### src/rtl/branch_resolve.sv
// branch_resolve
//   Resolution end of the fetch-side branch target buffer. Fetch pushes one
//   prediction per issued instruction. Writeback pops the queue head and
//   compares the predicted next PC with the actual next PC. A mismatch raises
//   a one-cycle flush with a redirect PC, clears the queue, and squashes
//   FLUSH_CYCLES further cycles. Taken control-flow instructions produce a
//   one-cycle BTB write request. Saturating counters track resolved
//   control-flow instructions and mispredicts.
//
// Ports
//   clk, reset_n              clock (rising edge), async active-low reset
//   pred_valid/pc/taken/target  push side (fetch)
//   res_valid/pc/opcode/taken/target  pop side (writeback)
//   q_full                    queue holds DEPTH entries
//   flush, redirect_pc        one-cycle squash pulse and correct next PC
//   upd_valid/pc/target       one-cycle BTB write request
//   sync_err                  sticky push/pop ordering error
//   branch_count, mispredict_count  saturating statistics
module branch_resolve #(
  parameter int unsigned DEPTH        = 8,
  parameter int unsigned FLUSH_CYCLES = 3,
  parameter int unsigned CNT_W        = 16
) (
  input  logic             clk,
  input  logic             reset_n,
  input  logic             pred_valid,
  input  logic [15:0]      pred_pc,
  input  logic             pred_taken,
  input  logic [15:0]      pred_target,
  input  logic             res_valid,
  input  logic [15:0]      res_pc,
  input  logic [3:0]       res_opcode,
  input  logic             res_taken,
  input  logic [15:0]      res_target,
  output logic             q_full,
  output logic             flush,
  output logic [15:0]      redirect_pc,
  output logic             upd_valid,
  output logic [15:0]      upd_pc,
  output logic [15:0]      upd_target,
  output logic             sync_err,
  output logic [CNT_W-1:0] branch_count,
  output logic [CNT_W-1:0] mispredict_count
);

  localparam int unsigned PW  = $clog2(DEPTH);
  localparam int unsigned CW  = PW + 1;
  localparam int unsigned FCW = (FLUSH_CYCLES < 2) ? 1 : $clog2(FLUSH_CYCLES + 1);
  localparam logic [CW-1:0]  FULL_CNT   = CW'(DEPTH);
  localparam logic [FCW-1:0] FLUSH_INIT = FCW'(FLUSH_CYCLES);

  localparam logic [3:0] OP_BR   = 4'b0000;
  localparam logic [3:0] OP_JSR  = 4'b0100;
  localparam logic [3:0] OP_JMP  = 4'b1100;
  localparam logic [3:0] OP_TRAP = 4'b1111;

  typedef enum logic {S_RUN, S_FLUSH} state_t;

  // Prediction storage (no reset needed: validity is carried by count)
  logic [15:0] pc_mem     [DEPTH];
  logic        taken_mem  [DEPTH];
  logic [15:0] target_mem [DEPTH];

  state_t           state_q, state_d;
  logic [FCW-1:0]   fcnt_q, fcnt_d;
  logic [PW-1:0]    head_q, head_d, tail_q, tail_d;
  logic [CW-1:0]    count_q, count_d;
  logic             q_full_q, flush_q, flush_d, upd_valid_q, upd_valid_d;
  logic             sync_err_q, sync_err_d;
  logic [15:0]      redirect_q, redirect_d, upd_pc_q, upd_pc_d, upd_target_q, upd_target_d;
  logic [CNT_W-1:0] bcnt_q, bcnt_d, mcnt_q, mcnt_d;

  logic        run, resolve, is_cf, sync_bad, pop, mispred, push_try, push_ok;
  logic [15:0] head_pc, head_target, pred_next, act_next;
  logic        head_taken;

  assign head_pc     = pc_mem[head_q];
  assign head_taken  = taken_mem[head_q];
  assign head_target = target_mem[head_q];

  always_comb begin
    run       = (state_q == S_RUN);
    resolve   = run && res_valid;
    is_cf     = (res_opcode == OP_BR) || (res_opcode == OP_JSR) ||
                (res_opcode == OP_JMP) || (res_opcode == OP_TRAP);
    // Non-control-flow opcodes always fall through, whatever res_taken says
    act_next  = (is_cf && res_taken) ? res_target : res_pc + 16'd2;
    pred_next = head_taken ? head_target : head_pc + 16'd2;
    sync_bad  = resolve && ((count_q == '0) || (head_pc != res_pc));
    pop       = resolve && !sync_bad;
    mispred   = sync_bad || (pop && (pred_next != act_next));
    push_try  = run && pred_valid && !mispred;
    // A same-cycle pop frees the slot, so a push at full is still accepted
    push_ok   = push_try && ((count_q != FULL_CNT) || pop);

    state_d      = state_q;
    fcnt_d       = fcnt_q;
    head_d       = head_q + PW'(pop);
    tail_d       = tail_q + PW'(push_ok);
    count_d      = count_q + CW'(push_ok) - CW'(pop);
    flush_d      = mispred;
    redirect_d   = mispred ? act_next : '0;
    upd_valid_d  = resolve && is_cf && res_taken;
    upd_pc_d     = upd_valid_d ? res_pc : '0;
    upd_target_d = upd_valid_d ? res_target : '0;
    sync_err_d   = sync_err_q || sync_bad || (push_try && !push_ok);
    bcnt_d       = bcnt_q;
    mcnt_d       = mcnt_q;

    if (resolve && is_cf && (bcnt_q != '1)) bcnt_d = bcnt_q + 1'b1;

    if (run) begin
      if (mispred) begin
        head_d  = '0;
        tail_d  = '0;
        count_d = '0;
        state_d = S_FLUSH;
        fcnt_d  = FLUSH_INIT;
        if (mcnt_q != '1) mcnt_d = mcnt_q + 1'b1;
      end
    end else begin
      fcnt_d = fcnt_q - 1'b1;
      if (fcnt_q <= FCW'(1)) begin
        state_d = S_RUN;
        fcnt_d  = '0;
      end
    end
  end

  always_ff @(posedge clk) begin
    if (push_ok) begin
      pc_mem[tail_q]     <= pred_pc;
      taken_mem[tail_q]  <= pred_taken;
      target_mem[tail_q] <= pred_target;
    end
  end

  always_ff @(posedge clk or negedge reset_n) begin
    if (!reset_n) begin
      state_q      <= S_RUN;
      fcnt_q       <= '0;
      head_q       <= '0;
      tail_q       <= '0;
      count_q      <= '0;
      q_full_q     <= 1'b0;
      flush_q      <= 1'b0;
      redirect_q   <= '0;
      upd_valid_q  <= 1'b0;
      upd_pc_q     <= '0;
      upd_target_q <= '0;
      sync_err_q   <= 1'b0;
      bcnt_q       <= '0;
      mcnt_q       <= '0;
    end else begin
      state_q      <= state_d;
      fcnt_q       <= fcnt_d;
      head_q       <= head_d;
      tail_q       <= tail_d;
      count_q      <= count_d;
      // Registered from the next count so it always agrees with count_q
      q_full_q     <= (count_d == FULL_CNT);
      flush_q      <= flush_d;
      redirect_q   <= redirect_d;
      upd_valid_q  <= upd_valid_d;
      upd_pc_q     <= upd_pc_d;
      upd_target_q <= upd_target_d;
      sync_err_q   <= sync_err_d;
      bcnt_q       <= bcnt_d;
      mcnt_q       <= mcnt_d;
    end
  end

  assign q_full           = q_full_q;
  assign flush            = flush_q;
  assign redirect_pc      = redirect_q;
  assign upd_valid        = upd_valid_q;
  assign upd_pc           = upd_pc_q;
  assign upd_target       = upd_target_q;
  assign sync_err         = sync_err_q;
  assign branch_count     = bcnt_q;
  assign mispredict_count = mcnt_q;

endmodule

### config.mk
export PLATFORM = sky130hd
export DESIGN_NAME = branch_resolve
export DESIGN_NICKNAME = d
export VERILOG_FILES = /design/src/rtl/branch_resolve.sv
export SDC_FILE = /design/constraint.sdc
export NUM_CORES = 1
export LEC_CHECK = 0
export CORE_MARGIN = 5
export CORE_UTILIZATION = 54
export CTS_BUF_LIST = sky130_fd_sc_hd__clkbuf_2 sky130_fd_sc_hd__clkbuf_4 sky130_fd_sc_hd__clkbuf_8
export DETAILED_ROUTE_END_ITERATION = 10
export PLACE_DENSITY_LB_ADDON = 0.3
export SLEW_MARGIN = 20
export SYNTH_ARGS = -nofsm -noshare
export SYNTH_HDL_FRONTEND = slang
export SYNTH_SLANG_ARGS = --single-unit
### constraint.sdc
create_clock -name clk -period 13.7 [get_ports clk]
set_clock_uncertainty 0.05 [all_clocks]
set_input_delay 2.74 -clock clk [delete_from_list [all_inputs] [get_ports clk]]
set_output_delay 2.74 -clock clk [all_outputs]
set_load 0.01 [all_outputs]
==> flow_metrics.tcl <==
set metrics [dict create \
    drive_gt1_share_pct 15.50 \
    tritoncts "yes" \
    buffer_ports.inserted 157 \
    clock-sinks 361 \
    layout_setup_ws_ns 6.693 \
    rows 62 \
    die_w_um 179.1 \
    rsz_0062_raised_after_global_routing "false" \
    cts_max_level 2 \
    top_level_ports 158 \
    cellLeakagePower_nw 6.553 \
    final_max_slew_viol_count 0 \
    post_synth_arst_share_pct 26.87 \
    setup_violations 0 \
    layout.area.seq_um2 10360 \
    clkTransAtPathRegs_ns 0.06 \
    grt_first_pass_wirelength_mm 54.34 \
    critical_path_peak_fanout 13 \
    grt.overflow.total 0 \
    skew_pair_late_insertion_delay_ns 0.59 \
    initial_core_util_pct 54.25 \
    layout_commonest_cell "sky130_fd_sc_hd__edfxtp_1" \
    area_growth_pct 19.75 \
    grt_max_degree 79 \
    globalRouteTotalUtil_pct 22.29 \
    powerDensity_nw_per_um2 142.0 \
    layout.cells.most_common_list "264 x sky130_fd_sc_hd__edfxtp_1, 156 x sky130_fd_sc_hd__clkdlybuf4s50_1, 94 x sky130_fd_sc_hd__dfrtp_1, 59 x sky130_fd_sc_hd__clkbuf_8, 57 x sky130_fd_sc_hd__mux2i_1" \
    mappedNetlistNets 1064 \
    synth_top_cell_by_area "sky130_fd_sc_hd__edfxtp_1" \
    critPathKind "in2reg" \
    fin_tns_setup_ns 0 \
    outcome "finished clean" \
    max_freq_mhz 142.7 \
    min_period_over_period_pct 51.14 \
    finish.cell_count_without_fillers 1584 \
    synth.ff_latch_count 361 \
    cp-start-kind "primary input" \
    post-synth-top-area-fraction_pct 51.33 \
    postSynthAreaPerCell_um2 15.82 \
    dp.final_hpwl_mm 23.34 \
    antenna_cells 0 \
    firstDrtPassIters 6 \
    nFillCells 2035 \
    number_of_maximum_capacitance_violations 0 \
    timing_worst_slew_pin_value_ns 0.9931 \
    routedWlPerCell_um 22.57 \
    irDropWorstVdd_v 0.00008274 \
    routed-via-count 9168 \
    drt_first_iter_violations 673 \
    hp-class "reg2reg" \
    final_gp_congestion 0.9049 \
    post-cts-setup-buffers 0 \
    timing.final.crit_period_ns 7.007 \
    yosysSeqAreaShare_pct 67.05 \
    max-clock-path-buffers 3 \
    dieHeight_um 179.1 \
    ant_nets 0 \
    vias_per_cell 5.788 \
    cell_types_with_the_largest_area_share_after_synthesis "sky130_fd_sc_hd__edfxtp_1 51%, sky130_fd_sc_hd__dfrtp_1 16%, sky130_fd_sc_hd__mux4_2 7.0%" \
    number_of_instances_in_the_synthesized_netlist 976 \
    dieArea_um2 32080 \
    worstPathRequired_ns 14.17 \
    critical_path.endpoint_type "flip-flop" \
    syn_area_um2 15440 \
    detailedPlace.worstSlack_ns 6.113 \
    num-nets-final 1248 \
    synth.lib_cells_used.distinct 68 \
    detail_route.drc_violations 0 \
    multi_input_gate_area_in_the_final_layout_um2 4830 \
    clock-root-buffer "sky130_fd_sc_hd__clkbuf_8" \
    fin_hold_ws_ns 0.4354 \
    antenna_found_initial 0 \
    worstPathArrival_ns 7.48 \
    hold_buffers 0 \
    place_inst 1487 \
    synthFlopType "sky130_fd_sc_hd__edfxtp_1" \
    cts_made_buffers 55 \
    drt-total-wl_mm 35.75 \
    yosysWarningCount 0 \
    timing.max_slew.rel_slack_pct 31.90 \
    report.final.hold_viol_count 0 \
    placeableCoreArea_um2 28470 \
    first_global_vias 9228 \
    synth-edff-count 264 \
    cts-resized-gates 0 \
]
## stage by stage
step	instance area [µm²]	util (%)	total power, mW
global route	18490	64.96	2.750
global placement	17420	61.19	1.774
floorplan	15440	-	1.581
CTS	18490	64.96	2.649
finish	18490	64.96	2.626
detailed placement	17420	61.19	1.787
## path summary, 6_finish.rpt
kind / start / end / slack, ns / depth (start not counted)
worst min register to register: fcnt_q[1]$_DFFE_PN0P_ / state_q$_DFF_PN0_ / 0.44 / 2
min in group asynchronous: reset_n / mispredict_count[9]$_DFFE_PN0P_ / 1.97 / 1
worst min-delay path: fcnt_q[1]$_DFFE_PN0P_ / state_q$_DFF_PN0_ / 0.44 / 2
max in group asynchronous: reset_n / head_q[0]$_DFF_PN0_ / 10.33 / 2
worst max register to register: head_q[0]$_DFF_PN0_ / q_full$_DFF_PN0_ / 7.49 / 17
worst max-delay path: res_opcode[3] / q_full$_DFF_PN0_ / 6.69 / 18
## state kept, by name, indices dropped and copies added (netlist names)
register          count
state_q               1
mispredict_count     16
q_full                1
target_mem          128
tail_q                3
count_q               4
flush                 1
upd_target           16
upd_valid             1
pc_mem              128
sync_err              1
upd_pc               16
redirect_pc          16
fcnt_q                2
branch_count         16
head_q                3
taken_mem             8
## Yosys cell counts (all sizes together) (6+ instances only)
library cell	instances
mux2	12
buf	28
a22oi	13
mux4	48
nor4	17
nor4b	6
o21ai	11
ha	13
nor3	16
clkbuf	18
a21oi	16
and2	9
edfxtp	264
xnor2	50
inv	16
nand2	47
nor2b	10
nand4	18
nor2	43
dfrtp	97
mux2i	60
nand3	29
xor2	37
and3	37
## power by group
part | switching (mW) | total (mW) | internal [mW]
registers | 0.0564 | 1.32 | 1.27
clock network | 0.392 | 0.861 | 0.469
logic | 0.252 | 0.442 | 0.190
## kinds of logic after synthesis
group | after synthesis | share of synthesized area, %
and+or+nand+nor | 255 | 9.260
muxes | 120 | 11.89
DFF | 361 | 67.05
AOI/OAI and AO/OA | 77 | 3.613
adders and majority gates | 14 | 1.183
buffers and inverters | 62 | 2.066
xor gates and xnor gates | 87 | 4.934
## critical path: stages
cell and delay, ns:
sky130_fd_sc_hd__clkdlybuf4s50_1 0.41, sky130_fd_sc_hd__nor2b_1 0.14, sky130_fd_sc_hd__o31ai_1 0.30, sky130_fd_sc_hd__buf_4 0.25, sky130_fd_sc_hd__nand2_1 0.27, sky130_fd_sc_hd__mux2i_1 0.57, sky130_fd_sc_hd__xnor2_1 0.19, sky130_fd_sc_hd__a41oi_1 0.14
sky130_fd_sc_hd__nor4b_2 0.33, sky130_fd_sc_hd__o2111ai_2 0.20, sky130_fd_sc_hd__o31ai_4 0.34, sky130_fd_sc_hd__nand4_4 0.31, sky130_fd_sc_hd__o21ai_0 0.26, sky130_fd_sc_hd__ha_1 0.19, sky130_fd_sc_hd__inv_1 0.05, sky130_fd_sc_hd__fa_1 0.37
sky130_fd_sc_hd__xor2_1 0.21, sky130_fd_sc_hd__and4b_1 0.20
## layout make-up
class | count | share of cell area (%)
Sequential cell | 361 | 56.02
Multi-Input combinational cell | 553 | 26.11
Timing Repair Buffer | 173 | 9.133
Clock buffer | 79 | 5.203
Tap cell | 384 | 2.598
Clock inverter | 18 | 0.6021
Inverter | 16 | 0.3247
## routing by layer
metal	wire length [µm]	global-route usage, %
met5	0	0
met4	741	6.189
met3	3161	4.660
met2	17250	36.56
met1	14590	30.65
(Power assumes the default switching activity.)
